### config.mk
export PLATFORM = sky130hd
export DESIGN_NAME = instr_fetch
export DESIGN_NICKNAME = d
export VERILOG_FILES = /design/src/rtl/riscv_pkg.sv /design/src/rtl/instr_fetch_if_id_reg.sv /design/src/rtl/instr_fetch.sv
export SDC_FILE = /design/constraint.sdc
export NUM_CORES = 1
export LEC_CHECK = 0
export CAP_MARGIN = 5
export CORE_ASPECT_RATIO = 0.6
export CORE_MARGIN = 4
export CORE_UTILIZATION = 42
export CTS_CLUSTER_DIAMETER = 60
export DETAILED_ROUTE_END_ITERATION = 10
export GPL_ROUTABILITY_DRIVEN = 0
export MAX_ROUTING_LAYER = met4
export PLACE_DENSITY = 0.77
export SYNTH_ARGS = -nofsm -noshare
export SYNTH_HDL_FRONTEND = slang
export SYNTH_SLANG_ARGS = --single-unit
### constraint.sdc
create_clock -name clk -period 6.4 [get_ports clk]
set_clock_uncertainty 0.05 [all_clocks]
set_input_delay 0.64 -clock clk [delete_from_list [all_inputs] [get_ports clk]]
set_output_delay 0.64 -clock clk [all_outputs]
set_load 0.05 [all_outputs]
### src/rtl/riscv_pkg.sv
// Shared fetch-path constants and the fetch FSM state type.
package riscv_pkg;

   localparam int unsigned ADDR_WIDTH = 64;
   localparam int unsigned DATA_WIDTH = 32;
   localparam logic [DATA_WIDTH-1:0] INSTR_NOP = 32'h0000_0013;

   typedef enum logic [1:0] {
      FETCH_BOOT  = 2'd0,
      FETCH_RUN   = 2'd1,
      FETCH_FAULT = 2'd2
   } fetch_state_t;

endpackage

### src/rtl/instr_fetch_if_id_reg.sv
// IF/ID pipeline register: valid/pc/instr with load and flush; resets to a NOP bubble.
module if_id_reg
   import riscv_pkg::*;
(
   input  logic                  clk,
   input  logic                  rst,
   input  logic                  load_i,
   input  logic                  flush_i,
   input  logic [ADDR_WIDTH-1:0] pc_i,
   input  logic [DATA_WIDTH-1:0] instr_i,
   output logic                  valid_o,
   output logic [ADDR_WIDTH-1:0] pc_o,
   output logic [DATA_WIDTH-1:0] instr_o
);

   logic                  valid_q;
   logic [ADDR_WIDTH-1:0] pc_q;
   logic [DATA_WIDTH-1:0] instr_q;

   // Flush only drops valid; payload is left as-is since nothing consumes it while invalid.
   always_ff @(posedge clk or posedge rst) begin
      if (rst) begin
         valid_q <= 1'b0;
         pc_q    <= '0;
         instr_q <= INSTR_NOP;
      end else if (flush_i) begin
         valid_q <= 1'b0;
      end else if (load_i) begin
         valid_q <= 1'b1;
         pc_q    <= pc_i;
         instr_q <= instr_i;
      end
   end

   assign valid_o = valid_q;
   assign pc_o    = pc_q;
   assign instr_o = instr_q;

endmodule

### src/rtl/instr_fetch.sv
// Fetch stage: owns the PC, addresses instruction memory and fills the IF/ID register.
module instr_fetch
   import riscv_pkg::*;
#(
   parameter logic [ADDR_WIDTH-1:0] RESET_VECTOR = '0,
   parameter int unsigned           CNT_WIDTH    = 32
) (
   input  logic                  clk,
   input  logic                  rst,
   input  logic                  redirect_valid_in,
   input  logic [ADDR_WIDTH-1:0] redirect_addr_in,
   output logic [ADDR_WIDTH-1:0] imem_addr_out,
   input  logic [DATA_WIDTH-1:0] imem_instr_in,
   input  logic                  if_ready_in,
   output logic                  if_valid_out,
   output logic [ADDR_WIDTH-1:0] if_pc_out,
   output logic [DATA_WIDTH-1:0] if_instr_out,
   output logic                  fault_out,
   output logic [CNT_WIDTH-1:0]  fetch_count_out
);

   fetch_state_t          state_q, state_d;
   logic [ADDR_WIDTH-1:0] pc_q, pc_d;
   logic                  fault_q, fault_d;
   logic [CNT_WIDTH-1:0]  cnt_q, cnt_d;

   logic load;
   logic xfer;
   logic redir_live;
   logic ld_en;
   logic flush;

   assign load       = (state_q == FETCH_RUN) && (!if_valid_out || if_ready_in);
   assign xfer       = if_valid_out && if_ready_in;
   assign redir_live = redirect_valid_in && (state_q != FETCH_FAULT);

   always_ff @(posedge clk or posedge rst) begin
      if (rst) begin
         state_q <= FETCH_BOOT;
         pc_q    <= RESET_VECTOR;
         fault_q <= 1'b0;
         cnt_q   <= '0;
      end else begin
         state_q <= state_d;
         pc_q    <= pc_d;
         fault_q <= fault_d;
         cnt_q   <= cnt_d;
      end
   end

   always_comb begin
      state_d = state_q;
      pc_d    = pc_q;
      fault_d = fault_q;
      ld_en   = 1'b0;
      flush   = 1'b0;

      unique case (state_q)
         FETCH_BOOT:  state_d = FETCH_RUN;
         FETCH_RUN: begin
            if (!redir_live && load) begin
               ld_en = 1'b1;
               pc_d  = pc_q + ADDR_WIDTH'(4);
            end
         end
         FETCH_FAULT: ;
         default:     state_d = FETCH_FAULT;
      endcase

      // Redirect overrides both the BOOT exit and any sequential load this cycle.
      if (redir_live) begin
         flush = 1'b1;
         if (redirect_addr_in[1:0] == 2'b00) begin
            pc_d = redirect_addr_in;
         end else begin
            state_d = FETCH_FAULT;
            fault_d = 1'b1;
         end
      end

      cnt_d = cnt_q + (xfer ? CNT_WIDTH'(1) : CNT_WIDTH'(0));
   end

   if_id_reg u_if_id (
      .clk     (clk),
      .rst     (rst),
      .load_i  (ld_en),
      .flush_i (flush),
      .pc_i    (pc_q),
      .instr_i (imem_instr_in),
      .valid_o (if_valid_out),
      .pc_o    (if_pc_out),
      .instr_o (if_instr_out)
   );

   assign imem_addr_out   = pc_q;
   assign fault_out       = fault_q;
   assign fetch_count_out = cnt_q;

endmodule

==> results.tsv, run 1 <==
stage	metric	value	unit
power_and_ir_drop	overall power	3500	uW
final_layout	area occupied by multi-input gates	3860	um^2
worst_hold_path	hold crit path type	flip-flop to flip-flop	
yosys	asr flop ratio synth	100	%
floorplan	Core ar.	21000	um^2
placement	Final HPWL DP	20.1	mm
worst_setup_path	Critical Path AT	3540	ps
yosys	post-synthesis sequential area ratio	54.9	%
yosys	Adder-Cell Fraction of Synth Area	0.420	%
yosys	prevailing post-synth register cell	dfrtp_1	
power_and_ir_drop	Worst VDD drop	0.192	mV
worst_setup_path	reg2reg setup slack	3250	ps
clocking	Setup Fix Bufs, Post-CTS	0	
worst_setup_path	CP Max Fanout	18	
yosys	Syn Area/Cell	11.3	um^2
final_layout	Area Overhead vs Synth	42.7	%
sta	Max Fclk	310	MHz
global_routing	largest net degree at the start of global routing	137	
yosys	#FFs+latches synth	196	
clocking	H-tree depth	4	
worst_setup_path	Reg-to-Reg Start	imem_addr_out[2]$_DFF_PP0_	
final_layout	fillers	1720	
worst_setup_path	CP Capture Type	flip-flop	
worst_setup_path	R2R cell count	6	
yosys	unique cell type count in the Yosys netlist	51	
floorplan	I/O Pins	294	
global_routing	antenna violations before repair	3	
worst_setup_path	CP Class	input pin to flip-flop	
drt	Antenna Nets Post-Route	0	
drt	wire per inst	20.1	um
placement	# port buffers	293	
clocking	CTS hold repair buffers	0	
drt	via count	7496	
power_and_ir_drop	Leak	0.00522	uW
global_routing	number of global-route vias before repair	7187	
yosys	complex-gate fraction of the synthesized area	6.43	%
status	status	complete, no violations	
yosys	synthesized net count	894	
clocking	maximum buffer depth of the clock tree	2	
worst_setup_path	worst setup path startpoint	redirect_valid_in	
final_layout	cell area after layout	12700	um^2
final_layout	fin nets	1180	
drt	Vias/cell	5.46	
floorplan	initial core utilization	42.6	%
clocking	clk_lat worst skew	450	ps
sta	setup tns final	0	ps
clocking	root buffer cell	clkbuf_16	
sta	final setup violating endpoints	0	
worst_setup_path	Worst EP required	6710	ps
final_layout	commonest non-fill, non-tap cells in the layout	clkdlybuf4s50_1 (293), dfrtp_1 (193), mux2_2 (96)	
yosys	largest family of logic cells by synthesized area	simple AND/OR/NAND/NOR gates	
yosys	post-synthesis xor/xnor area fraction	5.78	%
sta	Fin Hold WS	427	ps
clocking	Resize count post-CTS	0	
worst_hold_path	hold-critical path depth	1	
worst_setup_path	crit path to	imem_addr_out[54]$_DFF_PP0_	
drt	number of remaining DRC errors	0	
drt	first-pass iteration count of the detailed router	5	
drt	drt total wl	27.6	mm
yosys	mapped cell area	8940	um^2
sta	final worst path period need	3230	ps
worst_setup_path	RR Endpoint	imem_addr_out[54]$_DFF_PP0_	
yosys	post-synthesis cell count	791	
sta	final period utilization	50.5	%
global_routing	Total GRT Usage	23.6	%
floorplan	die area	23800	um^2
job	max-cap viol count	0	
sta	pins over their slew limit	0	
final_layout	register area	4910	um^2
floorplan	die width	196	um
clocking	Worst-path clk slew	70	ps
sta	RSZ-0062 raised after global routing	false	
worst_hold_path	worst hold start	fetch_count_out[31]$_DFF_PP0_	
sta	Slew headroom	20.7	%
sta	final hold viol count	0	
placement	DP Area	12100	um^2
yosys	simple-gate share of the synthesized area	18.2	%
worst_setup_path	crit start category	input pin	
yosys	number of synthesized flops with an enable pin	0	
clocking	CTS tree	yes	
final_layout	layout cells sized above 1	14.7	%
floorplan	Core Rows	41	
global_routing	first-pass GRT wire length	42.1	mm
yosys	yosys warns	0	
clocking	cts bufs inserted	17	
floorplan	die height	121	um
sta	worst slew pin tran	1180	ps
drt	initial DRC count	502	
clocking	CTS sink count	196	
power_and_ir_drop	PD cells	275	nW/um^2
final_layout	leading cell type in the layout, fill and taps excluded	clkdlybuf4s50_1	
yosys	post-synthesis mux area share	12.2	%
global_routing	Overflow after GRT	0	
cell type report:
type	instances	share of cell area (%)
Clock buffer	21	3.53
Multi-Input combinational cell	554	30.3
Sequential cell	196	38.5
Timing Repair Buffer	299	23.4
Clock inverter	11	1.19
Inverter	9	0.324
Antenna cell	3	0.0589
Tap cell	279	2.74
metal layers:
layer	GRT usage, %	vias to the layer above	share of wire, %
li1	-	3450	-
met5	-	-	0
met3	6.41	33	7.8
met4	6.63	0	1.8
met2	31.4	301	41
met1	35.2	3712	49
worst min-delay path by stage:
stage                                                to  slack (ps)
final                     fetch_count_out[31]$_DFF_PP0_         430
after global routing      fetch_count_out[31]$_DFF_PP0_         460
after CTS                 fetch_count_out[31]$_DFF_PP0_         430
after detailed placement          fault_out$_DFFE_PP0P_         410
after global placement    fetch_count_out[31]$_DFF_PP0_         410
after floorplan                    state_q[1]$_DFF_PP0_         450
critical path: stages:
cell             delay [ps]
clkdlybuf4s50_1         560
inv_1                   230
nand3_1                 430
or4_1                   920
or4_1                   590
a31oi_1                 170
per-stage QoR:
step	utilization [%]	std cells	setup WS, ps
3_3_place_gp	57.9	1337	2890
2_1_floorplan	-	791	374
4_1_cts	60.7	1369	3230
5_1_grt	60.8	1372	3020
6_report	60.8	1372	3170
3_5_place_dp	57.9	1337	2780
logic make-up after synthesis:
group           Yosys count
flops                   196
fa+ha+maj                 3
xor+xnor                 59
compound gates           98
buf+inv                  41
mux                      97
simple gates            297
cells in the mapped netlist, types with 2 or more instances:
cell / n / area, um^2
inv_1: 9 / 33.8
dfstp_2: 3 / 78.8
dfrtp_1: 193 / 4830
xnor2_1: 45 / 394
or2_2: 4 / 25.0
nand4b_1: 2 / 17.5
nand2_1: 64 / 240
or3_1: 20 / 125
nor3_1: 15 / 75.1
and3_1: 17 / 106
or4_1: 13 / 97.6
nand2b_1: 2 / 12.5
nand4_1: 23 / 144
ha_1: 3 / 37.5
o21ai_0: 47 / 235
xor2_1: 14 / 123
nor2_1: 48 / 180
nor4_1: 8 / 50.1
nor4_2: 2 / 25.0
nand3_1: 40 / 200
and4_1: 10 / 87.6
o31ai_1: 10 / 75.1
a31oi_1: 31 / 194
mux2_2: 96 / 1080
nor4b_1: 3 / 26.3
buf_2: 2 / 10.0
nor2b_1: 3 / 18.8
clkbuf_1: 26 / 97.6
and2_1: 7 / 43.8
a21oi_1: 4 / 20.0
or3_2: 7 / 52.6
flip-flops by register name, indices dropped and copies added (netlist names):
name / flops
fetch_count_out: 32
fault_out: 1
u_if_id.pc_o: 64
state_q: 2
imem_addr_out: 64
u_if_id.instr_o: 32
u_if_id.valid_o: 1
power by group:
| part | switching (uW) | internal (uW) |
|---|---|---|
| clock network | 490 | 629 |
| registers | 157 | 1350 |
| logic | 559 | 317 |
| total | 1210 | 2300 |
No activity file was read; power rests on OpenSTA's default activity.
==> run 2: changes to the inputs <==
==> constraint.sdc (replaced) <==
create_clock -name clk -period 2.8 [get_ports clk]
set_clock_uncertainty 0.05 [all_clocks]
set_input_delay 0.28 -clock clk [delete_from_list [all_inputs] [get_ports clk]]
set_output_delay 0.28 -clock clk [all_outputs]
set_load 0.05 [all_outputs]
==> run 2 against run 1 <==
  * Non-clock buffer count is 40 higher
  * Utilization rose by 2.0 points
  * Sequential cell count did not move
  * Count of clock-buffer cells in the layout decreased by 2
  * Critical path type is now flip-flop to flip-flop
==> results.tsv, run 2 (synthesis results as in run 1) <==
stage	metric	value	unit
power_and_ir_drop	Leak	0.00546	uW
sta	Final WS setup	132	ps
placement	placed cells	1377	
final_layout	Area Overhead vs Synth	47.5	%
worst_setup_path	crit start category	flip-flop	
clocking	cts bufs inserted	17	
worst_setup_path	worst path cell trace	nand3_1 -> or3_1 -> or4_1 -> buf_4 -> or4_1 -> a31oi_1	
worst_setup_path	WP buf/inv	1	
sta	worst slew pin tran	622	ps
worst_setup_path	Critical Path AT	2970	ps
power_and_ir_drop	sw frac	33.0	%
status	status	complete, no violations	
placement	DP Worst Slack	192	ps
drt	first-pass iteration count of the detailed router	5	
final_layout	fin nets	1220	
power_and_ir_drop	overall power	8340	uW
drt	Vias/cell	5.41	
job	max-cap viol count	0	
clocking	root buffer cell	clkbuf_16	
worst_setup_path	CP Capture Type	flip-flop	
clocking	Worst-path clk slew	70	ps
drt	drt total wl	28.4	mm
power_and_ir_drop	Gate power share	26.3	%
worst_setup_path	crit path to	imem_addr_out[54]$_DFF_PP0_	
placement	Final HPWL DP	21.3	mm
global_routing	Overflow after GRT	0	
worst_setup_path	Worst EP required	3100	ps
clocking	maximum buffer depth of the clock tree	2	
clocking	Setup Fix Bufs, Post-CTS	0	
worst_setup_path	worst setup path startpoint	imem_addr_out[6]$_DFF_PP0_	
drt	wire per inst	20.1	um
final_layout	layout cells sized above 1	17.8	%
sta	final worst path period need	2670	ps
placement	# port buffers	293	
global_routing	first-pass GRT wire length	43.9	mm
sta	Slew headroom	58.4	%
worst_setup_path	RR Endpoint	imem_addr_out[54]$_DFF_PP0_	
drt	Antenna Nets Post-Route	0	
drt	number of remaining DRC errors	0	
sta	final hold viol count	0	
worst_setup_path	largest stage delay on the critical path	500	ps
sta	pins over their slew limit	0	
worst_setup_path	cell mode on critical path	or4_1	
power_and_ir_drop	Worst VDD drop	0.532	mV
worst_setup_path	CP Class	flip-flop to flip-flop	
power_and_ir_drop	Flop pwr share	40.3	%
floorplan	die height	121	um
worst_setup_path	CP Max Fanout	18	
floorplan	die area	23800	um^2
clocking	CTS tree	yes	
clocking	clk_lat worst skew	430	ps
floorplan	die width	196	um
power_and_ir_drop	clock power share	33.5	%
worst_hold_path	hold crit path type	input pin to async pin	
global_routing	largest net degree at the start of global routing	110	
power_and_ir_drop	NetSw	2750	uW
worst_setup_path	reg2reg setup slack	130	ps
worst_setup_path	R2R cell count	6	
clocking	CTS sink count	196	
sta	final setup violating endpoints	0	
sta	RSZ-0062 raised after global routing	false	
worst_setup_path	slowest CP cell	or4_1	
worst_setup_path	Reg-to-Reg Start	imem_addr_out[6]$_DFF_PP0_	
drt	initial DRC count	611	
sta	final period utilization	95.3	%
clocking	H-tree depth	4	
clocking	Resize count post-CTS	0	
global_routing	Total GRT Usage	24.6	%
floorplan	Core ar.	21000	um^2
final_layout	leading cell type in the layout, fill and taps excluded	clkdlybuf4s50_1	
final_layout	commonest non-fill, non-tap cells in the layout	clkdlybuf4s50_1 (293), dfrtp_1 (193), mux2_2 (96)	
floorplan	Core Rows	41	
sta	Max Fclk	375	MHz
clocking	CTS hold repair buffers	0	
power_and_ir_drop	internal power	5580	uW
global_routing	antenna violations before repair	3	
drt	via count	7645	
floorplan	I/O Pins	294	
power_and_ir_drop	PD cells	633	nW/um^2
floorplan	initial core utilization	42.6	%
final_layout	final cell count without fillers	1412	
worst_setup_path	CP Depth	6	
global_routing	number of global-route vias before repair	7582	
worst_setup_path	crit-path leading delay family	simple AND/OR/NAND/NOR gates	
sta	setup tns final	0	ps
run 2: cell types whose count changed in the layout (fill, tap and decap cells not counted), sizes merged:
cell and change:
buf +40, clkbuf -2, inv -1, clkinv -4, diode +1, clkinvlp +3
bufinv +3
run 2: stage by stage:
step	hold slack, ps	util, %	area, um^2
2_1_floorplan	347	-	8940
3_3_place_gp	412	59.6	12500
3_5_place_dp	420	59.6	12500
4_1_cts	326	62.8	13200
5_1_grt	353	62.8	13200
6_report	288	62.8	13200
run 2: tightest hold or removal path: stages:
cell             delay, ps
clkdlybuf4s50_1        440
clkinvlp_4             130
buf_12                 350
run 2: power by group through the flow:
stage	clock network, uW	logic (uW)	registers (uW)
2_1_floorplan	0	329	4290
3_3_place_gp	0	2180	3390
3_5_place_dp	0	2190	3410
4_1_cts	2850	2200	3350
5_1_grt	2970	2290	3400
6_report	2790	2190	3360
run 2: worst min path at each step:
stage                                          to  slack, ps
finish               u_if_id.pc_o[23]$_DFFE_PP0P_        290
global route           imem_addr_out[8]$_DFF_PP0_        350
CTS                  u_if_id.pc_o[23]$_DFFE_PP0P_        330
detailed placement  fetch_count_out[31]$_DFF_PP0_        420
global placement    fetch_count_out[31]$_DFF_PP0_        410
floorplan             imem_addr_out[10]$_DFF_PP0_        350
run 2: routing by layer:
| metal | up-vias | GRT usage (%) | part of all wire (%) |
|---|---|---|---|
| li1 | 3538 | - | - |
| met1 | 3767 | 36.1 | 47 |
| met2 | 314 | 33.9 | 43 |
| met3 | 26 | 6.85 | 8.6 |
| met4 | 0 | 5.62 | 1.5 |
| met5 | - | - | 0 |
run 2: layout make-up:
class                      count  area (um^2)
fill                        1688         7800
inverter                       9         37.5
antenna                        4         10.0
tap                          279          349
clock buffer                  19          443
multi-input combinational    554         3860
sequential                   196         4910
clock inverter                12          225
timing repair buffer         339         3340
